<file path="src/rtl/datamover_tile_sequencer.sv">
// datamover_tile_sequencer
//   Job-level controller for the datamover streamer. One job is split into
//   cfg_n_tiles_i tiles. For each tile the block sends one start request to the
//   load source and one to the store sink, then waits for both done strobes.
//   After the last tile it waits for the TCDM FIFO to drain, then pulses done_o.
//
// Ports
//   clk_i, rst_ni, clear_i   clock, async active-low reset, sync clear
//   enable_i                 0 freezes FSM transitions. Handshakes and done
//                            capture still happen.
//   start_i, cfg_*           job start pulse and job configuration. cfg_* is
//                            latched when a start is accepted in IDLE.
//   src_* / snk_*            start handshake (req/ready), tile address and
//                            length, and done pulse for the source and sink
//   tcdm_fifo_empty_i        streamer FIFO empty flag
//   busy_o, done_o           busy_o is high outside IDLE. done_o is a one-cycle
//                            job-complete pulse.
//   tile_idx_o               index of the current tile
module datamover_tile_sequencer #(
  parameter int ADDR_W = 32,
  parameter int LEN_W  = 16,
  parameter int CNT_W  = 16
) (
  input  logic              clk_i,
  input  logic              rst_ni,
  input  logic              clear_i,
  input  logic              enable_i,
  input  logic              start_i,
  input  logic [ADDR_W-1:0] cfg_src_base_i,
  input  logic [ADDR_W-1:0] cfg_dst_base_i,
  input  logic [ADDR_W-1:0] cfg_src_stride_i,
  input  logic [ADDR_W-1:0] cfg_dst_stride_i,
  input  logic [LEN_W-1:0]  cfg_tile_len_i,
  input  logic [CNT_W-1:0]  cfg_n_tiles_i,
  output logic              src_req_start_o,
  input  logic              src_ready_start_i,
  output logic [ADDR_W-1:0] src_addr_o,
  output logic [LEN_W-1:0]  src_len_o,
  input  logic              src_done_i,
  output logic              snk_req_start_o,
  input  logic              snk_ready_start_i,
  output logic [ADDR_W-1:0] snk_addr_o,
  output logic [LEN_W-1:0]  snk_len_o,
  input  logic              snk_done_i,
  input  logic              tcdm_fifo_empty_i,
  output logic              busy_o,
  output logic              done_o,
  output logic [CNT_W-1:0]  tile_idx_o
);

  typedef enum logic [2:0] {
    S_IDLE, S_ISSUE, S_WAIT, S_DRAIN, S_FINISH
  } state_e;

  state_e            state_q, state_d;
  logic [ADDR_W-1:0] src_addr_q, src_addr_d;
  logic [ADDR_W-1:0] snk_addr_q, snk_addr_d;
  logic [ADDR_W-1:0] src_stride_q, src_stride_d;
  logic [ADDR_W-1:0] dst_stride_q, dst_stride_d;
  logic [LEN_W-1:0]  len_q, len_d;
  logic [CNT_W-1:0]  n_tiles_q, n_tiles_d;
  logic [CNT_W-1:0]  tile_idx_q, tile_idx_d;
  logic              src_acc_q, src_acc_d;   // request already accepted this tile
  logic              snk_acc_q, snk_acc_d;
  logic              src_done_q, src_done_d; // sticky done flags
  logic              snk_done_q, snk_done_d;
  logic              done_q, done_d;

  logic src_hs, snk_hs, src_ok, snk_ok, last_tile;

  // State register
  always_ff @(posedge clk_i or negedge rst_ni) begin
    if (!rst_ni) begin
      state_q      <= S_IDLE;
      src_addr_q   <= '0;
      snk_addr_q   <= '0;
      src_stride_q <= '0;
      dst_stride_q <= '0;
      len_q        <= '0;
      n_tiles_q    <= '0;
      tile_idx_q   <= '0;
      src_acc_q    <= 1'b0;
      snk_acc_q    <= 1'b0;
      src_done_q   <= 1'b0;
      snk_done_q   <= 1'b0;
      done_q       <= 1'b0;
    end else begin
      state_q      <= state_d;
      src_addr_q   <= src_addr_d;
      snk_addr_q   <= snk_addr_d;
      src_stride_q <= src_stride_d;
      dst_stride_q <= dst_stride_d;
      len_q        <= len_d;
      n_tiles_q    <= n_tiles_d;
      tile_idx_q   <= tile_idx_d;
      src_acc_q    <= src_acc_d;
      snk_acc_q    <= snk_acc_d;
      src_done_q   <= src_done_d;
      snk_done_q   <= snk_done_d;
      done_q       <= done_d;
    end
  end

  assign src_hs    = src_req_start_o & src_ready_start_i;
  assign snk_hs    = snk_req_start_o & snk_ready_start_i;
  // A done pulse in the same cycle counts the same as a flag that is already set.
  assign src_ok    = src_done_q | src_done_i;
  assign snk_ok    = snk_done_q | snk_done_i;
  assign last_tile = (tile_idx_q == n_tiles_q - CNT_W'(1));

  // Next-state and datapath
  always_comb begin
    state_d      = state_q;
    src_addr_d   = src_addr_q;
    snk_addr_d   = snk_addr_q;
    src_stride_d = src_stride_q;
    dst_stride_d = dst_stride_q;
    len_d        = len_q;
    n_tiles_d    = n_tiles_q;
    tile_idx_d   = tile_idx_q;
    src_acc_d    = src_acc_q;
    snk_acc_d    = snk_acc_q;
    src_done_d   = src_done_q;
    snk_done_d   = snk_done_q;
    done_d       = 1'b0;

    unique case (state_q)
      S_IDLE: begin
        if (start_i && enable_i) begin
          src_addr_d   = cfg_src_base_i;
          snk_addr_d   = cfg_dst_base_i;
          src_stride_d = cfg_src_stride_i;
          dst_stride_d = cfg_dst_stride_i;
          len_d        = cfg_tile_len_i;
          n_tiles_d    = cfg_n_tiles_i;
          tile_idx_d   = '0;
          // An empty job goes straight to FINISH and issues no requests.
          if (cfg_n_tiles_i == '0 || cfg_tile_len_i == '0) state_d = S_FINISH;
          else                                             state_d = S_ISSUE;
        end
      end
      S_ISSUE: begin
        if (src_hs) src_acc_d = 1'b1;
        if (snk_hs) snk_acc_d = 1'b1;
        if (src_done_i) src_done_d = 1'b1;
        if (snk_done_i) snk_done_d = 1'b1;
        // Leaving ISSUE does not depend on enable_i. A raised request must
        // complete its handshake.
        if ((src_acc_q | src_hs) && (snk_acc_q | snk_hs)) begin
          state_d   = S_WAIT;
          src_acc_d = 1'b0;
          snk_acc_d = 1'b0;
        end
      end
      S_WAIT: begin
        if (src_ok && snk_ok && enable_i) begin
          src_done_d = 1'b0;
          snk_done_d = 1'b0;
          if (last_tile) begin
            state_d = S_DRAIN;
          end else begin
            state_d    = S_ISSUE;
            tile_idx_d = tile_idx_q + CNT_W'(1);
            src_addr_d = src_addr_q + src_stride_q;
            snk_addr_d = snk_addr_q + dst_stride_q;
          end
        end else begin
          src_done_d = src_ok;
          snk_done_d = snk_ok;
        end
      end
      S_DRAIN: begin
        if (tcdm_fifo_empty_i && enable_i) state_d = S_FINISH;
      end
      S_FINISH: begin
        // done_o is registered, so the pulse appears in the first IDLE cycle.
        if (enable_i) begin
          state_d = S_IDLE;
          done_d  = 1'b1;
        end
      end
      default: state_d = S_IDLE;
    endcase

    if (clear_i) begin
      state_d      = S_IDLE;
      src_addr_d   = '0;
      snk_addr_d   = '0;
      src_stride_d = '0;
      dst_stride_d = '0;
      len_d        = '0;
      n_tiles_d    = '0;
      tile_idx_d   = '0;
      src_acc_d    = 1'b0;
      snk_acc_d    = 1'b0;
      src_done_d   = 1'b0;
      snk_done_d   = 1'b0;
      done_d       = 1'b0;
    end
  end

  // Outputs
  always_comb begin
    busy_o          = (state_q != S_IDLE);
    src_req_start_o = (state_q == S_ISSUE) && !src_acc_q;
    snk_req_start_o = (state_q == S_ISSUE) && !snk_acc_q;
    src_addr_o      = src_addr_q;
    snk_addr_o      = snk_addr_q;
    src_len_o       = len_q;
    snk_len_o       = len_q;
    done_o          = done_q;
    tile_idx_o      = tile_idx_q;
  end

endmodule

</file>
<file path="config.mk">
export PLATFORM = sky130hd
export DESIGN_NAME = datamover_tile_sequencer
export DESIGN_NICKNAME = d
export VERILOG_FILES = /design/src/rtl/datamover_tile_sequencer.sv
export SDC_FILE = /design/constraint.sdc
export NUM_CORES = 1
export LEC_CHECK = 0
export BUFFER_PORTS_ARGS = -buffer_cell sky130_fd_sc_hd__buf_4
export CAP_MARGIN = 40
export CORE_MARGIN = 10
export CORE_UTILIZATION = 55
export DETAILED_ROUTE_END_ITERATION = 10
export PLACE_DENSITY = 0.9
export SLEW_MARGIN = 10
export SYNTH_ARGS = -nofsm -noshare
export SYNTH_HDL_FRONTEND = slang
export SYNTH_SLANG_ARGS = --single-unit
</file>
<file path="constraint.sdc">
create_clock -name clk_i -period 4.01 [get_ports clk_i]
set_clock_uncertainty 0.05 [all_clocks]
set_input_delay 0.802 -clock clk_i [delete_from_list [all_inputs] [get_ports clk_i]]
set_output_delay 0.802 -clock clk_i [all_outputs]
set_load 0.02 [all_outputs]
</file>
; ---- After elaboration in Yosys (flattened, before gate mapping)
; Index checks and enable logic that the tools add are counted.
[totals]
reg_bits = 184
inputBits = 170
output_inout_bits = 116
[op_classes]
n_addsub = 4
eq_ne = 13
muxes = 55
bitwise = 6
reduce_logical = 28
[op_table]
columns = op, n
row1 = two-way mux 32 bit, 14
row2 = two-way mux 16 bit, 10
row3 = one-hot mux 32 bit (2 select lines), 2
row4 = adder 32 bit, 2
row5 = logical NOT 16 bit, 2
row6 = one-hot mux 16 bit (2 select lines), 1
row7 = inequality test 3 bit (second input constant), 8
row8 = two-way mux 3 bit, 7
row9 = two-way mux 1 bit, 17
row10 = adder 16 x 1 -> 16 bit (second input constant), 1
row11 = == test 16 bit, 1
row12 = subtractor 16 x 1 -> 16 bit (second input constant), 1
row13 = one-hot mux 3 bit (5 select lines), 1
row14 = nonzero test 3 bit, 5
row15 = AND reduction 2 bit, 5
row16 = logical AND 1 bit, 7
row17 = == test 3 x 2 -> 1 bit (second input constant), 2
row18 = nonzero test 2 bit, 3
row19 = AND reduction 5 bit, 1
row20 = bitwise OR 1 bit, 4
row21 = one-hot mux 1 bit (2 select lines), 2
row22 = AND reduction 4 bit, 1
row23 = == test 3 x 1 -> 1 bit (second input constant), 1
row24 = == test 3 bit (second input constant), 1
row25 = other kinds (5), 7

; ---- Depth between registers and ports, before layout
[depth]
depth_word = 8
depth_mapped = 12
depth_no_buf = 12

; ---- Worst setup path after synthesis
; Ideal clock, no wire load.
[synth_timing]
kind = flip-flop to flip-flop
start = register n_tiles_q[7]
end = register snk_addr_q[31] (netlist: snk_addr_o[31])
setup_ns = 0.124
arrival_ns = 2.928
t_required_ns = 3.836
slack_ns = 0.908
stages_incl_launch_ff = 11
n_path_buf = 1
path_cell_list = dfrtp_1 -> clkbuf_2 -> nor3_4 -> nand4_1 -> or4_1 -> o211ai_1 -> or4b_4 -> a31oi_4 -> nor2_1 -> a311o_1 -> a211o_1
[synth_between]
elab_chain_cells = 4
[synth_lines]
columns = element, line
row1 = "start, declared", 61  ; logic [CNT_W-1:0] n_tiles_q, n_tiles_d;
row2 = "start signal, assigned", 94  ; n_tiles_q <= n_tiles_d;
row3 = subtractor 16 x 1 -> 16 bit, 109  ; assign last_tile = (tile_idx_q == n_tiles_q - CNT_W'(1));
row4 = == test 16 bit, 109
row5 = inequality test 3 bit (no line), --
row6 = AND reduction 4 bit (no line), --
row7 = "end signal, assigned", 90  ; snk_addr_q <= snk_addr_d;
row8 = "end, declared", 57  ; logic [ADDR_W-1:0] snk_addr_q, snk_addr_d;
; No other way between the ends.
; A chain may end at the register's enable or synchronous reset.

; ---- Worst setup path after layout
[layout_timing]
start = register n_tiles_q[0]
end = register tile_idx_q[4] (netlist: tile_idx_o[4])
[layout_between]
elab_chain_cells = 4
[layout_lines]
columns = element, line
row1 = subtractor 16 x 1 -> 16 bit, 109
row2 = == test 16 bit, 109
row3 = inequality test 3 bit (no line), --
row4 = AND reduction 4 bit (no line), --
row5 = "end signal, assigned", 95  ; tile_idx_q <= tile_idx_d;
row6 = "end, declared", 62  ; logic [CNT_W-1:0] tile_idx_q, tile_idx_d;
; No other way between the ends.

==> results.yml <==
logic_synthesis:
  yosysSeqAreaShare: 0.374
  synth_area_mm2: 0.0123
  yosysUniqueCellTypes: 70
  synth-edff-count: 0
  avgSynthCellArea_um2: 8.34
  ys_top_cells_by_area: "dfrtp_1, o21ai_0, ha_1"
  synth_top_area_frac: 0.374
  ys_seq_elements: 184
  synthCells: 1475
  yosysWarnings: 0
  async_flop_share: 1.00
  syn_nets: 1711
  synth_ff_type: "dfrtp_1"
  yosys.area.top_type: "dfrtp_1"
final_layout:
  area_delta_synth_final_pct: 22.3
  nNetsFinal: 1928
  final_cell_mix: "buf_4, nand2_1, o21ai_0, dfrtp_1, nand2b_1"
  drive_gt1_frac: 0.207
  final_common_cell: "buf_4"
  fillerInstances: 1774
timing:
  worst_pin_slew_ns: 0.749
  slew_headroom: 0.500
  fin_ws_ns: 0.498
  finalCriticalPeriod_ns: 3.51
  hold_viol: 0
  setup_viol: 0
  timing.final.crit_share: 0.876
  finalSetupTns_ns: 0
  finalMaxSlewViolations: 0
  max_freq_mhz: 285
  grt_setup_unrepaired: "false"
clock_tree:
  clkTransAtPathRegs_ns: 0.07
  clk_latency_ns: 0.43
  clock_path_buffers: 2
  ctsHoldBuffers: 0
  cts-root-buf: "clkbuf_16"
  cts_made_buffers: 17
  ctsHtreeMaxLevel: 4
  clock-sinks: 184
  cts.repair.resized: 0
  post_cts_buffers: 0
  cts_tree: "yes"
detailed_routing:
  post_drt_wl_per_cell_um: 19.0
  routed_wl_um: 37800
  wl_met3_um: 3050
  drt_iter0_markers: 1073
  top_layer: "met4"
  route.met2.wl_um: 18400
  routed-via-count: 11820
  drc_errors: 0
  vias_per_cell: 5.96
  met1_length_um: 15300
  postRouteAntennaNets: 0
  firstDrtPassIters: 6
global_routing:
  grt_pass1_wl_um: 61000
  overflow: 0
  antenna_found_initial: 1
  grt_use_total: 0.256
  grt_max_degree: 155
  grt_pass1_vias: 11744
pwr:
  p_sw_frac: 0.408
  p_clk_frac: 0.216
  peakVddDrop_v: 0.000289
  p_total_w: 0.00724
  power_frac_seq: 0.342
  p_sw_w: 0.00296
  powerDensity_mw_per_mm2: 481
  p_int_w: 0.00428
  combPwrFrac: 0.442
  leakage_nw: 7.04
placed_design:
  pre_cts_ws_ns: 0.458
  gp_congestion: 0.908
  dp_hpwl_um: 28500
  numPortBuffers: 285
setup_path:
  cp.required_ns: 4.24
  rr_worst_depth: 11
  cp.arrival_ns: 3.74
  timing.critical_path.to_type: "register"
  startpoint_type: "register"
  cp_max_fo: 15
  worst-setup-path-type: "register to register"
floorplanning:
  rows: 54
  initial_core_util: 0.562
  die_y_um: 170
  coreArea_mm2: 0.0219
  dieArea_mm2: 0.0288
  io-pin-count: 286
  fp.dieW_um: 170
worst_hold_path:
  hp-class: "primary input to asynchronous set/reset pin"
status:
  status: "finished, final reports clean"
job:
  drv_cap: 0
==> power by group through the flow <==
stage	registers, W	logic [W]	clock network [W]
global placement	0.00249	0.00307	0
CTS	0.00247	0.00318	0.00158
finish	0.00247	0.00320	0.00156
detailed placement	0.00250	0.00316	0
floorplan	0.00262	0.00196	0
global route	0.00252	0.00352	0.00167
==> per-layer routing <==
metal / global-route usage / vias up
li1: - / 5674
met1: 0.318 / 5599
met2: 0.427 / 482
met3: 0.0632 / 65
met4: 0.0844 / 0
met5: 0 / -
==> layout make-up <==
type	instances	area, um^2	area share
clock inverter	9	71.3	0.00474
sequential	184	4600	0.306
inverter	27	101	0.00674
tap	280	350	0.0233
multi-input combinational	1157	7140	0.474
clock buffer	21	460	0.0306
antenna	1	2.50	0.000166
timing repair buffer	305	2320	0.154
==> worst paths after layout <==
check                            startpoint                to  slack [ns]
min in group clk_i         dst_stride_q[28]  dst_stride_q[28]        0.43
max in group asynchronous            rst_ni    tile_idx_o[10]        2.72
max                            n_tiles_q[0]     tile_idx_o[4]        0.50
min                                  rst_ni    snk_addr_o[10]        0.33
max reg2reg                    n_tiles_q[0]     tile_idx_o[4]        0.50
min reg2reg                dst_stride_q[28]  dst_stride_q[28]        0.43
==> cell families after synthesis <==
family,synth area share
buf+inv,0.0472
mux,0.00834
compound gates,0.236
xor+xnor,0.0484
flops,0.374
simple gates,0.218
fa+ha+maj,0.0683
==> through the flow <==
stage | hold WS, ns | instances | util | instance area [um^2]
global placement | 0.415 | 1953 | 0.663 | 14500
global route | 0.393 | 1984 | 0.687 | 15000
finish | 0.328 | 1984 | 0.687 | 15000
floorplan | 0.404 | 1475 | - | 12300
detailed placement | 0.424 | 1953 | 0.663 | 14500
CTS | 0.361 | 1983 | 0.687 | 15000
==> sequential cells by signal, summed over array words and instances (netlist names), 3 cells and up <==
name	count
state_q	3
dst_stride_q	32
n_tiles_q	16
tile_idx_o	16
src_addr_o	32
snk_addr_o	32
src_stride_q	32
snk_len_o	16
==> critical path, stage by stage, from the launching register on <==
cell     delay [ns]
dfrtp_1        0.42
inv_1          0.07
ha_1           0.23
nor4b_1        0.37
nand4_1        0.14
a22oi_1        0.24
nand4_1        0.12
or4b_4         0.55
a31oi_4        0.29
nor2_2         0.21
nand2_1        0.48
o21ai_0        0.21
==> synthesized netlist by cell type (24+ instances only) <==
| cell | count |
|---|---|
| nand2_1 | 196 |
| dfrtp_1 | 184 |
| o21ai_0 | 184 |
| nand2b_1 | 118 |
| a21oi_1 | 103 |
| nor2_1 | 85 |
| clkbuf_1 | 75 |
| ha_1 | 64 |
| o31ai_1 | 39 |
| xnor2_1 | 38 |
| xor2_1 | 30 |
| inv_1 | 27 |
| nand3_1 | 27 |
| nor3_1 | 25 |
| a21o_1 | 24 |
No activity file was read; power rests on OpenSTA's default activity.
